`src/rtl/pipeline_pkg.sv`:
```
// Shared definitions for the instruction-pipeline sequencer: NOP default,
// stage-index width helper and the per-edge action codes.
package pipeline_pkg;

  localparam logic [7:0] NOP_OPCODE_DEFAULT = 8'h00;

  // Per-edge action, listed in priority order (highest first).
  localparam int unsigned ACT_W = 3;
  typedef logic [ACT_W-1:0] action_t;

  localparam action_t ACT_RESET       = 3'd0;
  localparam action_t ACT_HOLD_HALTED = 3'd1;
  localparam action_t ACT_HALT        = 3'd2;
  localparam action_t ACT_CANCEL      = 3'd3;
  localparam action_t ACT_STALL       = 3'd4;
  localparam action_t ACT_ADVANCE     = 3'd5;

  // Bits needed to index a stage; never less than one.
  function automatic int unsigned stage_idx_w(input int unsigned stages);
    int unsigned w;
    w = 1;
    if (stages > 32'd2) w = 32'($clog2(stages));
    return w;
  endfunction

endpackage

```
`src/rtl/pipeline_slot.sv`:
```
// One pipeline stage: instruction plus valid bit with load/hold/clear.
// Invalid contents are always forced to the NOP opcode.
module pipeline_slot #(
  parameter int unsigned         INSTR_W    = 8,
  parameter logic [INSTR_W-1:0]  NOP_OPCODE = '0
) (
  input  logic               clk,
  input  logic               rst_n,
  input  logic               load,
  input  logic               clear,
  input  logic [INSTR_W-1:0] d_instr,
  input  logic               d_valid,
  output logic [INSTR_W-1:0] instr,
  output logic               valid
);

  // Priority: reset > clear > load > hold.
  always_ff @(posedge clk) begin
    if (!rst_n) begin
      instr <= NOP_OPCODE;
      valid <= 1'b0;
    end else if (clear) begin
      instr <= NOP_OPCODE;
      valid <= 1'b0;
    end else if (load) begin
      instr <= d_valid ? d_instr : NOP_OPCODE;
      valid <= d_valid;
    end
  end

endmodule

```
`src/rtl/pipeline_sequencer.sv`:
```
// Parametrised instruction-pipeline sequencer: STAGES slots with flush,
// global stall, sticky halt and cycle/retire counters.
module pipeline_sequencer
  import pipeline_pkg::*;
#(
  parameter int unsigned        STAGES     = 2,
  parameter int unsigned        INSTR_W    = 8,
  parameter logic [INSTR_W-1:0] NOP_OPCODE = INSTR_W'(NOP_OPCODE_DEFAULT),
  parameter int unsigned        CNT_W      = 16
) (
  input  logic                      CLK,
  input  logic                      RST_bar,
  input  logic [INSTR_W-1:0]        INSTR_IN,
  input  logic                      INSTR_VALID,
  input  logic                      STALL,
  input  logic                      CANCEL,
  input  logic                      HALT_REQ,
  output logic [STAGES*INSTR_W-1:0] STAGE_INSTR,
  output logic [STAGES-1:0]         STAGE_VALID,
  output logic                      FETCH_ADVANCE,
  output logic                      HALT,
  output logic [CNT_W-1:0]          CYCLE_COUNT,
  output logic [CNT_W-1:0]          RETIRE_COUNT
);

  localparam int unsigned       IDX_W = stage_idx_w(STAGES);
  localparam logic [IDX_W-1:0]  LAST  = IDX_W'(STAGES - 1);

  action_t           action;
  logic [STAGES-1:0] load;
  logic [STAGES-1:0] clear;
  logic              retire;
  logic              last_valid;

  assign last_valid = STAGE_VALID[LAST];

  // Priority-encoded action for this edge.
  always_comb begin
    action = ACT_ADVANCE;
    if (!RST_bar)                   action = ACT_RESET;
    else if (HALT)                  action = ACT_HOLD_HALTED;
    else if (HALT_REQ & last_valid) action = ACT_HALT;
    else if (CANCEL)                action = ACT_CANCEL;
    else if (STALL)                 action = ACT_STALL;
  end

  // Slot controls, retire strobe and fetch handshake derived from the action.
  always_comb begin
    load          = '0;
    clear         = '0;
    retire        = 1'b0;
    FETCH_ADVANCE = 1'b0;
    case (action)
      ACT_HALT: begin
        clear[LAST] = 1'b1;
        retire      = 1'b1;
      end
      ACT_CANCEL: begin
        clear  = '1;
        retire = last_valid;
      end
      ACT_ADVANCE: begin
        load          = '1;
        retire        = last_valid;
        FETCH_ADVANCE = INSTR_VALID;
      end
      default: ;
    endcase
  end

  // Sticky halt and counters; everything freezes once halted.
  always_ff @(posedge CLK) begin
    if (!RST_bar) begin
      HALT         <= 1'b0;
      CYCLE_COUNT  <= '0;
      RETIRE_COUNT <= '0;
    end else if (!HALT) begin
      CYCLE_COUNT <= CYCLE_COUNT + CNT_W'(1);
      if (retire) RETIRE_COUNT <= RETIRE_COUNT + CNT_W'(1);
      if (action == ACT_HALT) HALT <= 1'b1;
    end
  end

  for (genvar k = 0; k < STAGES; k++) begin : g_slot
    logic [INSTR_W-1:0] d_instr;
    logic               d_valid;

    if (k == 0) begin : g_head
      assign d_instr = INSTR_IN;
      assign d_valid = INSTR_VALID;
    end else begin : g_body
      assign d_instr = STAGE_INSTR[(k-1)*INSTR_W +: INSTR_W];
      assign d_valid = STAGE_VALID[k-1];
    end

    pipeline_slot #(
      .INSTR_W   (INSTR_W),
      .NOP_OPCODE(NOP_OPCODE)
    ) u_slot (
      .clk    (CLK),
      .rst_n  (RST_bar),
      .load   (load[k]),
      .clear  (clear[k]),
      .d_instr(d_instr),
      .d_valid(d_valid),
      .instr  (STAGE_INSTR[k*INSTR_W +: INSTR_W]),
      .valid  (STAGE_VALID[k])
    );
  end

endmodule

```
`config.mk`:
```
export PLATFORM = sky130hd
export DESIGN_NAME = pipeline_sequencer
export DESIGN_NICKNAME = d
export VERILOG_FILES = /design/src/rtl/pipeline_pkg.sv /design/src/rtl/pipeline_slot.sv /design/src/rtl/pipeline_sequencer.sv
export SDC_FILE = /design/constraint.sdc
export NUM_CORES = 1
export LEC_CHECK = 0
export ABC_AREA = 1
export ABC_CLOCK_PERIOD_IN_PS = 3300
export CAP_MARGIN = 20
export CELL_PAD_IN_SITES_DETAIL_PLACEMENT = 0
export CELL_PAD_IN_SITES_GLOBAL_PLACEMENT = 1
export CORE_MARGIN = 4
export CORE_UTILIZATION = 45
export CTS_CLUSTER_DIAMETER = 80
export CTS_CLUSTER_SIZE = 16
export DETAILED_ROUTE_END_ITERATION = 16
export DONT_BUFFER_PORTS = 1
export PLACE_DENSITY_LB_ADDON = 0.1
export SKIP_CTS_REPAIR_TIMING = 1
export SLEW_MARGIN = 0
export SYNTH_ARGS = -nofsm -noshare
export SYNTH_HDL_FRONTEND = slang
export SYNTH_HIERARCHICAL = 1
export SYNTH_SLANG_ARGS = --single-unit
export TNS_END_PERCENT = 50
```
`constraint.sdc`:
```
create_clock -name CLK -period 3.3 [get_ports CLK]
set_input_delay 0.66 -clock CLK [delete_from_list [all_inputs] [get_ports CLK]]
set_output_delay 0.66 -clock CLK [all_outputs]
set_load 0.05 [all_outputs]
```
=== After elaboration in Yosys (flattened, before gate mapping) ===
Cells that the tools add are included.
W data, S select, Z words.

* Magnitude comparators: 0
* Divide/modulo/power cells: 0
* Eq/ne operators: 3
* $add $sub $neg: 2
* Bitwise logic cells: 3
* $mul: 0
* Shifts and indexed selects: 0
* Reductions and logical operators: 5
* Muxes and demuxes: 14

{| class="wikitable"
|+ Operators with widths
! kind !! number
|-
| $add A16 B1 Y16 const B || 2
|-
| $mux W8 || 2
|-
| $mux W3 || 4
|-
| $reduce_or A2 Y1 || 4
|-
| $eq A3 B2 Y1 const B || 2
|-
| $mux W1 || 6
|-
| $eq A3 B3 Y1 const B || 1
|-
| $mux W2 || 1
|-
| $not A1 Y1 || 2
|-
| $pmux W1 S2 || 1
|-
| $reduce_and A2 Y1 || 1
|-
| $and A1 B1 Y1 || 1
|}

* Memories kept: 0
* Logic and storage cells: 34
* Bits in writable memories: 0
* Latch bits: 0
* Register bits after elaboration: 51
* Memory bits (read-only): 0

=== Depth between registers and ports, before layout ===
Gate-level depths: netlist of the first run.

* Depth after elaboration: 9
* Mapped depth: 10

=== Cells and area by module ===
The synthesis of the first run kept the hierarchy.

{| class="wikitable"
|+ Modules (own cells, without submodules)
! module !! area each (µm²) !! times used !! sequential area each (µm²) !! cells an instance
|-
| pipeline_sequencer || 1,806.7 || 1 || 660.6 || 276
|-
| pipeline_slot || 330.3 || 2 || 180.2 || 41
|}

=== Worst setup path after synthesis of the first run ===
No wires, ideal clock.

* Path kind: input-to-output
* Start: input HALT_REQ
* End: output FETCH_ADVANCE
* Stages on the path: 3
* Arrival: 2,081 ps
* Setup slack: 559 ps
* Required time: 2,640 ps
* Buffers on the path: 0
* Path through: nand2_1 -> nand2_1 -> nor3b_1

* Word-level cells in the longest chain between the ends: 6

{| class="wikitable"
|+ RTL lines
! what !! RTL line !! RTL
|-
| from (decl) || pipeline_sequencer.sv:17 || <nowiki>input logic HALT_REQ,</nowiki>
|-
| $and A1 B1 Y1 || pipeline_sequencer.sv:42 || <nowiki>else if (HALT_REQ & last_valid) action = ACT_HALT;</nowiki>
|-
| $mux W3 || pipeline_sequencer.sv:42 ||
|-
| $mux W3 || pipeline_sequencer.sv:41 || <nowiki>else if (HALT) action = ACT_HOLD_HALTED;</nowiki>
|-
| $mux W3 || pipeline_sequencer.sv:40 || <nowiki>if (!RST_bar) action = ACT_RESET;</nowiki>
|-
| $eq A3 B3 Y1 || pipeline_sequencer.sv:53 || <nowiki>case (action)</nowiki>
|-
| $mux W1 || pipeline_sequencer.sv:53 ||
|-
| to (decl) || pipeline_sequencer.sv:20 || <nowiki>output logic FETCH_ADVANCE,</nowiki>
|}

No other way between the ends.

=== Worst setup path in the final report of the first run ===
* Start: register g_slot[1].u_slot.valid
* End: output FETCH_ADVANCE

* Word-level cells in the longest chain between the ends: 6

{| class="wikitable"
|+ RTL lines
! what !! RTL line !! RTL
|-
| from (decl) || pipeline_slot.sv:14 || <nowiki>output logic valid</nowiki>
|-
| from (signal assigned) || pipeline_slot.sv:27 || <nowiki>valid <= d_valid;</nowiki>
|-
| $and A1 B1 Y1 || pipeline_sequencer.sv:42 ||
|-
| $mux W3 || pipeline_sequencer.sv:42 ||
|-
| $mux W3 || pipeline_sequencer.sv:41 ||
|-
| $mux W3 || pipeline_sequencer.sv:40 ||
|-
| $eq A3 B3 Y1 || pipeline_sequencer.sv:53 ||
|-
| $mux W1 || pipeline_sequencer.sv:53 ||
|}

No other way between the ends.

==> run metrics, run 1 <==
status=completed; period utilization=0.741; Synth Area per Inst=a little under 7 µm²; Area Overhead vs Synth=4.82%; TritonCTS Buffers=5; Reg clk slew, reported paths=0.10 ns; die width=82.0 µm; WS Path Type=reg -> out; WHS Path Cells=2; reg2reg end=RETIRE_COUNT[15]$_SDFFE_PN0P_; post-synthesis sequential area ratio=0.414; met3 wire length=468 µm; total gr overflow=0; DP Wirelength=4.07 mm; Final Wtd Congestion=0.726; global-route wire length before repair=9.47 mm; Via Count=2,163; post-synthesis register bit count=51; H-tree levels=2; R2R Setup Slk=1.17 ns; Slew @ Worst Pin=approximately 0.82 ns; CTS tree=yes; CP max FO=4; Iter 0 DRT Violations=95; Clock Latency Late Sink=0.31 ns; class of the worst hold path=in -> reg; Arr. time, crit path=1.79 ns; Worst R2R Path Depth=6; Peak VDD IR=about 0.23 mV; worst hold start=RST_bar; Final Hold Viols=0; Final Max Slew Viols=0; area of the core=5200 µm²; DRT Pass-1 Iters=4; final instance area=2590 µm²; fin cells=426; total global-route track usage=0.179; Total Routed Length=5.60 mm; Required @ worst endpoint=between 2 and 3 ns; cell leakage power=0.896 nW; DR top layer=met4; number of distinct library cells after synthesis=27; Post-Syn Area=2470 µm²; hold slack=between 0.4 and 0.5 ns; Tot Pwr=roughly 1.1 mW; met2 wire length=2.38 mm; ant diodes=0; Filler cells=565; setup tns final=0 ns; Max clock buf depth=2; vias in the first global route=about 2,000; Mapped Cells=358; fmax=approximately 410 MHz; Clock Root Buffer=clkbuf_8; clk sinks=slightly above 50; fraction of layout cells with a size suffix above 1=0.0702; I/O pin count=66; Max-slew headroom=0.451; fin nets=371; Synth Warn #=6; via/cell ratio=5.08; initial antenna violation count=0; pwr dens=422 nW/µm²; RSZ-0062 raised after global routing=no; ANT nets after route=0; startpoint types=register; Metal-1 WL=2.71 mm; Die H=82.0 µm; crit path time final=~2.4 ns; WL/cell=around 13 µm; RR Startpoint=g_slot[1].u_slot/valid$_SDFFE_PP0P_; max cap viols=0; # setup viols final=0; largest net degree at the start of global routing=23; placed cell count=approximately 420; placed cell areas=2490 µm²; PortBufs=0; clk_skew=around 0.0027 ns; Worst Hold End=CYCLE_COUNT[15]$_SDFFE_PN0N_; syn nets=374; # rows=26; DRC viols=0; Initial Util=0.474; Die Area=6730 µm²; Crit. End Element=output port
-- sequential cells by signal (all words and copies together), names as in the netlist --
signal / cells
CYCLE_COUNT: 16
HALT: 1
RETIRE_COUNT: 16
g_slot.u_slot/instr: 16
g_slot.u_slot/valid: 2
-- layer usage --
layer / up-vias / global-route usage
met2: 66 / 0.273
met1: 938 / 0.243
met4: 0 / 0.0515
met3: 4 / 0.0559
li1: 1155 / -
met5: - / 0
-- worst max path at each step --
stage | from | end | slack [ns] | depth (start not counted)
finish | g_slot[1].u_slot/valid$_SDFFE_PP0P_ | FETCH_ADVANCE | 0.85 | 4
global route | g_slot[1].u_slot/valid$_SDFFE_PP0P_ | FETCH_ADVANCE | 0.80 | 4
CTS | g_slot[1].u_slot/valid$_SDFFE_PP0P_ | FETCH_ADVANCE | 0.87 | 4
detailed placement | RST_bar | FETCH_ADVANCE | 1.17 | 5
global placement | RST_bar | FETCH_ADVANCE | 1.18 | 5
floorplan | HALT_REQ | FETCH_ADVANCE | 0.56 | 3
-- placed cells by master (no fill, tap or decap), types with 2 or more instances in the layout --
master / synthesis / routed
nand2_1: 104 / 104
dfxtp_1: 51 / 51
nor2_1: 41 / 41
a21oi_1: 38 / 38
nand3_1: 35 / 35
inv_1: 24 / 24
nand4_1: 9 / 9
xor2_1: 6 / 6
o21ai_0: 6 / 6
inv_2: 5 / 5
clkbuf_8: 0 / 5
nor2_2: 3 / 3
o21ai_1: 3 / 3
nor3_1: 3 / 3
nand2_4: 3 / 3
nor3b_1: 3 / 2
xnor2_1: 2 / 2
a21oi_2: 2 / 2
nand3b_1: 2 / 2
ha_1: 2 / 2
buf_4: 3 / 2
-- metrics by stage --
stage / setup WS, ns / utilization
5_1_grt: 0.798 / 0.497
3_5_place_dp: 1.17 / 0.479
2_1_floorplan: 0.559 / -
4_1_cts: 0.869 / 0.497
3_3_place_gp: 1.18 / 0.479
6_report: 0.855 / 0.497
-- power breakdown --
group          total, mW  switching [mW]  internal, mW
Sequential         0.663          0.0402         0.623
Clock              0.378           0.224         0.154
Combinational     0.0506          0.0366        0.0139
-- cell type report --
class / count / area (µm²) / area share
repair buffers: 2 / 15.0 / 0.00581
inverters: 30 / 113 / 0.0435
well taps: 70 / 87.6 / 0.0339
multi-input cells: 265 / 1260 / 0.486
flip-flops and latches: 51 / 1020 / 0.395
clock buffers: 5 / 68.8 / 0.0266
clock inverters: 3 / 23.8 / 0.00919
-- worst max-delay path, stage by stage, from the launching register on --
cell and delay [ns]:
dfxtp_1 0.74, nand2_1 0.23, nand2_1 0.24, nor3b_2 0.07
buf_4 0.19
-- cells in the mapped netlist, drive strengths merged --
master / n / area, µm²
a21oi: 40 / 208
clkinv: 1 / 3.75
o21ai: 9 / 45.0
buf: 6 / 56.3
xor2: 6 / 52.6
ha: 2 / 25.0
nor3: 4 / 25.0
nor3b: 3 / 22.5
nand2: 107 / 424
nand3: 35 / 175
xnor2: 2 / 17.5
a211oi: 1 / 7.51
inv: 29 / 109
nand3b: 2 / 15.0
nor2: 44 / 173
and3: 1 / 6.26
clkbuf: 6 / 25.0
dfxtp: 51 / 1020
nand4: 9 / 56.3
-- logic make-up after synthesis --
| family | share of synthesized area |
|---|---|
| buffers and inverters | 0.0786 |
| AOI/OAI and AO/OA | 0.105 |
| xor gates and xnor gates | 0.0284 |
| adders and majority gates | 0.0101 |
| DFF | 0.414 |
| and+or+nand+nor | 0.364 |
(Power assumes the default switching activity.)
==> inputs of run 2 (changes only) <==
--- a/config.mk
+++ b/config.mk
@@ -6,12 +6,12 @@
 export NUM_CORES = 1
 export LEC_CHECK = 0
 export ABC_AREA = 1
-export ABC_CLOCK_PERIOD_IN_PS = 3300
+export ABC_CLOCK_PERIOD_IN_PS = 2450
 export CAP_MARGIN = 20
 export CELL_PAD_IN_SITES_DETAIL_PLACEMENT = 0
 export CELL_PAD_IN_SITES_GLOBAL_PLACEMENT = 1
 export CORE_MARGIN = 4
-export CORE_UTILIZATION = 45
+export CORE_UTILIZATION = 43
 export CTS_CLUSTER_DIAMETER = 80
 export CTS_CLUSTER_SIZE = 16
 export DETAILED_ROUTE_END_ITERATION = 16
==> constraint.sdc (replaced) <==
create_clock -name CLK -period 2.45 [get_ports CLK]
set_input_delay 0.49 -clock CLK [delete_from_list [all_inputs] [get_ports CLK]]
set_output_delay 0.49 -clock CLK [all_outputs]
set_load 0.05 [all_outputs]
==> run 2 against run 1 <==
Effect of this change: via count rose by 5.5%; global-route usage fell by 0.97 points; worst setup slack got worse by 0.35 ns; clock power rose by 63%; register-to-register slack got worse by 0.43 ns; critical path depth did not move; cell area rose by 7.9%; first-iteration DRC count fell by 8.4%; sequential cell count did not move; combinational power rose by 120%; critical path type unchanged; largest power group unchanged.
==> run metrics, run 2 (synthesis results as in run 1) <==
clk sinks=51 (unchanged); PortBufs=0 (unchanged); register area=1020 µm² (unchanged); Peak VDD IR=0.316 mV (+40%); Slew @ Worst Pin=0.822 ns (-0.000447 ns); ant diodes=0 (unchanged); met3 Track Usage GR=0.0474 (-0.00854); area of the core=5540 µm² (+6.4%); ANT nets after route=0 (unchanged); RR Startpoint=RETIRE_COUNT[1]$_SDFFE_PN0P_; clk_skew=0.00981 ns (+0.00713 ns); # setup viols final=0 (unchanged); setup tns final=0 ns (unchanged); vias in the first global route=2,061 (+3.9%); hold slack=0.283 ns (-0.181 ns); startpoint types=register; placed cell count=444 (+6.2%); WL/cell=13.3 µm (+0.83%); fraction of layout cells with a size suffix above 1=0.129 (+0.0587); fmax=515 MHz; Final Wtd Congestion=0.777 (+6.9%); Via Count=2,281 (+5.5%); Required @ worst endpoint=1.96 ns (-0.68 ns); Tot Pwr=1.59 mW (+46%); die width=83.8 µm (+2.1%); Crit. Startpoint=g_slot[1].u_slot/valid$_SDFFE_PP0P_; GR Layer Usage met1=0.217 (-0.0253); RSZ-0062 raised after global routing=no; pwr dens=570 nW/µm² (+35%); reg2reg end=RETIRE_COUNT[14]$_SDFFE_PN0P_; Area Overhead vs Synth=13.1%; R2R Setup Slk=0.74 ns (-0.43 ns); Clock Root Buffer=clkbuf_8; Filler cells=598 (+5.8%); crit path time final=a little under 2 ns; commonest non-fill, non-tap cell in the layout=nand2_1; Worst R2R Path Depth=9 (+3); DRC viols=0 (unchanged); grt peak-use layer=met2; cell leakage power=1.03 nW (+15%); CP max FO=4 (unchanged); DP Wirelength=4.35 mm (+6.9%); Max clock buf depth=2 (unchanged); DRT Pass-1 Iters=4 (unchanged); fin cells=452 (+6.1%); WHS Path Cells=2 (unchanged); via/cell ratio=5.05 (-0.61%); fin nets=395 (+6.5%); global-route wire length before repair=9.91 mm (+4.6%); Final Hold Viols=0 (unchanged); multi-input combinational cell area=1260 µm² (unchanged); status=completed; total global-route track usage=0.170 (-0.00969); Clock Latency Late Sink=0.32 ns (about the same); Total Routed Length=5.99 mm (+7.0%); largest net degree at the start of global routing=23 (unchanged); WS Path Type=reg -> out; class of the worst hold path=in -> reg; # rows=27 (+3.8%); Reg clk slew, reported paths=0.10 ns (about the same); H-tree levels=2 (unchanged); TritonCTS Buffers=5 (unchanged); I/O pin count=66 (unchanged); Iter 0 DRT Violations=87 (-8.4%); initial antenna violation count=0 (unchanged); Arr. time, crit path=1.45 ns (-0.34 ns); Crit. End Element=output port; crit path to=FETCH_ADVANCE; CTS tree=yes; max cap viols=0 (unchanged); Initial Util=0.445 (-0.0287); M2 GR Usage=0.282 (+0.00897); Max-slew headroom=0.451 (about the same); Die Area=7010 µm² (+4.2%); period utilization=0.793; Die H=83.8 µm (+2.1%); Largest regs=CYCLE_COUNT x16, RETIRE_COUNT x16, g_slot.u_slot/instr x16; most frequent cells in the layout=104 x nand2_1, 51 x dfxtp_1, 41 x nor2_1; Final Max Slew Viols=0 (unchanged); total gr overflow=0 (unchanged)
run 2: cell count changes in the layout (fill, tap and decap cells not counted), sizes merged:
cell,before,now
clkinv,2,1
bufinv,0,1
buf,2,26
run 2: critical path, cell delays in order, from the launching register on:
cell and delay [ns]:
dfxtp_1 0.36, nand2_1 0.13, nand2_1 0.16, nor3b_2 0.25, buf_4 0.23
run 2: final cells by class:
class	count	area share
multi-input combinational	265	0.450
sequential	51	0.366
timing repair buffer	26	0.0699
inverter	30	0.0403
tap	72	0.0323
clock buffer	5	0.0247
clock inverter	3	0.0166
run 2: worst min-delay path by stage:
| stage | end | startpoint |
|---|---|---|
| CTS | CYCLE_COUNT[10]$_SDFFE_PN0N_ | RST_bar |
| finish | CYCLE_COUNT[10]$_SDFFE_PN0N_ | RST_bar |
| global placement | RETIRE_COUNT[2]$_SDFFE_PN0P_ | RETIRE_COUNT[2]$_SDFFE_PN0P_ |
| global route | CYCLE_COUNT[12]$_SDFFE_PN0N_ | RST_bar |
| detailed placement | RETIRE_COUNT[2]$_SDFFE_PN0P_ | RETIRE_COUNT[2]$_SDFFE_PN0P_ |
| floorplan | g_slot[0].u_slot/valid$_SDFFE_PP0P_ | g_slot[0].u_slot/valid$_SDFFE_PP0P_ |
run 2: routing by layer:
layer | share of wire | vias to the layer above
met5 | 0 | -
met4 | 0.0098 | 0
met3 | 0.067 | 7
met2 | 0.47 | 56
met1 | 0.45 | 1017
li1 | - | 1201
run 2: power breakdown:
part           total (mW)  internal [mW]  leakage, nW  switching [mW]
registers           0.862          0.839        0.412          0.0223
logic               0.113         0.0288        0.568          0.0844
clock network       0.617          0.308       0.0548           0.308
total                1.59           1.18         1.03           0.415
run 2: per-stage QoR:
stage | util | cell area, µm² | setup WS, ns
2_1_floorplan | - | 2470 | 0.473
3_5_place_dp | 0.483 | 2680 | 0.555
3_3_place_gp | 0.483 | 2680 | 0.607
6_report | 0.504 | 2790 | 0.508
4_1_cts | 0.504 | 2790 | 0.525
5_1_grt | 0.504 | 2790 | 0.438
==> inputs of run 3 (changes only) <==
--- a/config.mk
+++ b/config.mk
@@ -6,7 +6,7 @@
 export NUM_CORES = 1
 export LEC_CHECK = 0
 export ABC_AREA = 1
-export ABC_CLOCK_PERIOD_IN_PS = 2450
+export ABC_CLOCK_PERIOD_IN_PS = 2050
 export CAP_MARGIN = 20
 export CELL_PAD_IN_SITES_DETAIL_PLACEMENT = 0
 export CELL_PAD_IN_SITES_GLOBAL_PLACEMENT = 1
==> constraint.sdc (replaced) <==
create_clock -name CLK -period 2.05 [get_ports CLK]
set_input_delay 0.41 -clock CLK [delete_from_list [all_inputs] [get_ports CLK]]
set_output_delay 0.41 -clock CLK [all_outputs]
set_load 0.05 [all_outputs]
==> run 3 against run 2 <==
Effect of this change: worst hold slack worse by 0.065 ns; clock skew up 0.0027 ns; critical path type unchanged; die area unchanged.
==> run metrics, run 3 (synthesis results as in run 1) <==
Iter 0 DRT Violations=105 (+21%); CP top delay family=simple AND/OR/NAND/NOR gates; clk_skew=0.0125 ns (+0.00269 ns); M2 GR Usage=0.286 (+0.00362); Reg clk slew, reported paths=0.11 ns (about the same); Final Hold Viols=0 (unchanged); total global-route track usage=0.172 (+0.00298); Max clock buf depth=2 (unchanged); slowest CP cell=dfxtp_1; GR Layer Usage met1=0.224 (+0.00703); largest net degree at the start of global routing=22 (-4.3%); total gr overflow=0 (unchanged); H-tree levels=2 (unchanged); clk sinks=51 (unchanged); fraction of layout cells with a size suffix above 1=0.149 (+0.0202); area of the core=5540 µm² (unchanged); class of the worst hold path=in -> reg; global-route wire length before repair=10.2 mm (+2.6%); Clock Latency Late Sink=0.31 ns (about the same); initial antenna violation count=0 (unchanged); most frequent cells in the layout=104 x nand2_1, 51 x dfxtp_1, 41 x nor2_1; ANT nets after route=0 (unchanged); Peak VDD IR=0.312 mV (-1.4%); Filler cells=598 (unchanged); # rows=27 (unchanged); max cap viols=0 (unchanged); Largest regs=CYCLE_COUNT x16, RETIRE_COUNT x16, g_slot.u_slot/instr x16; Via Count=2,314 (+1.4%); fin nets=404 (+2.3%); fmax=550 MHz; WL/cell=13.0 µm (-2.0%); TritonCTS Buffers=5 (unchanged); Final Wtd Congestion=0.762 (-1.9%); DRT Pass-1 Iters=4 (unchanged); crit path time final=roughly 1.8 ns; worst path cell trace=nand2_1, nand2_1, nor3b_2, buf_4; CP max FO=4 (unchanged); via/cell ratio=5.02 (-0.53%); setup tns final=0 ns (unchanged); Final Max Slew Viols=0 (unchanged); Arr. time, crit path=1.41 ns (-0.04 ns); grt peak-use layer=met2; PortBufs=0 (unchanged); WS Path Type=reg -> out; Required @ worst endpoint=1.64 ns (-0.32 ns); vias in the first global route=2,045 (-0.78%); Max-slew headroom=0.585 (+0.134); cell leakage power=1.08 nW (+3.9%); Crit. End Element=output port; Die Area=7010 µm² (unchanged); DP Wirelength=4.37 mm (+0.56%); met3 Track Usage GR=0.0454 (-0.00197); DP Worst Slack=0.400 ns (-0.155 ns); Tot Pwr=1.78 mW (+12%); RSZ-0062 raised after global routing=no; CTS tree=yes; Die H=83.8 µm (unchanged); most frequent CP cell=nand2_1; # setup viols final=0 (unchanged); final worst setup slack=0.233 ns (-0.274 ns); period utilization=0.886; DRC viols=0 (unchanged); Core Util, Final=0.513 (+0.00881); Initial Util=0.445 (unchanged); die width=83.8 µm (unchanged); Buf+Inv Stages, Crit Path=1 (unchanged); pwr dens=627 nW/µm² (+9.9%); commonest non-fill, non-tap cell in the layout=nand2_1; Clock Root Buffer=clkbuf_8; ant diodes=0 (unchanged); I/O pin count=66 (unchanged); status=completed; slowest stage delay, CP=0.36 ns (about the same); Total Routed Length=5.99 mm (about the same); Area Overhead vs Synth=15.1%; startpoint types=register; Slew @ Worst Pin=0.622 ns (-0.200 ns)
==> run 3: cell count changes in the layout (fill, tap and decap cells not counted) <==
cell	change
clkinv_4	+1
inv_6	-1
inv_8	+1
buf_4	+9
bufinv_16	-1
==> run 3: power by group <==
part / total, mW / switching, mW / internal, mW
Sequential: 1.03 / 0.0280 / 1.00
Combinational: 0.136 / 0.101 / 0.0353
Clock: 0.612 / 0.361 / 0.251
Total: 1.78 / 0.490 / 1.29
==> run 3: worst register-to-register path: stages, from the launching register on <==
cell and delay, ns:
dfxtp_1 0.41, nand2_1 0.13, nand2_1 0.09, nand2_1 0.08
inv_2 0.08, nand2_4 0.06, a21oi_2 0.49, nand2_1 0.12
a21oi_1 0.14
==> run 3: per-layer routing <==
metal  up-vias  wire length (µm)
li1       1217                 -
met1      1050              2740
met2        43              2910
met3         4               286
met4         0                53
met5         -                 0
==> run 3: worst paths after layout <==
path	startpoint	to	slack, ns	depth (start not counted)
max reg2reg	g_slot[1].u_slot/valid$_SDFFE_PP0P_	RETIRE_COUNT[12]$_SDFFE_PN0P_	0.39	8
max	g_slot[1].u_slot/valid$_SDFFE_PP0P_	FETCH_ADVANCE	0.23	4
min	RST_bar	CYCLE_COUNT[10]$_SDFFE_PN0N_	0.22	2
min reg2reg	CYCLE_COUNT[2]$_SDFFE_PN0N_	CYCLE_COUNT[2]$_SDFFE_PN0N_	0.51	1
==> run 3: layout make-up <==
class	count	area (µm²)	share of cell area
multi-input cells	265	1260	0.443
flip-flops and latches	51	1020	0.359
repair buffers	35	263	0.0925
inverters	30	113	0.0396
well taps	72	90.1	0.0317
clock buffers	5	68.8	0.0242
clock inverters	3	27.5	0.00969
==> run 3: stage by stage <==
step | cells | hold WS (ns) | area [µm²]
floorplan | 358 | 0.452 | 2470
global placement | 453 | 0.468 | 2740
detailed placement | 453 | 0.487 | 2740
CTS | 461 | 0.204 | 2840
global route | 461 | 0.206 | 2840
finish | 461 | 0.218 | 2840
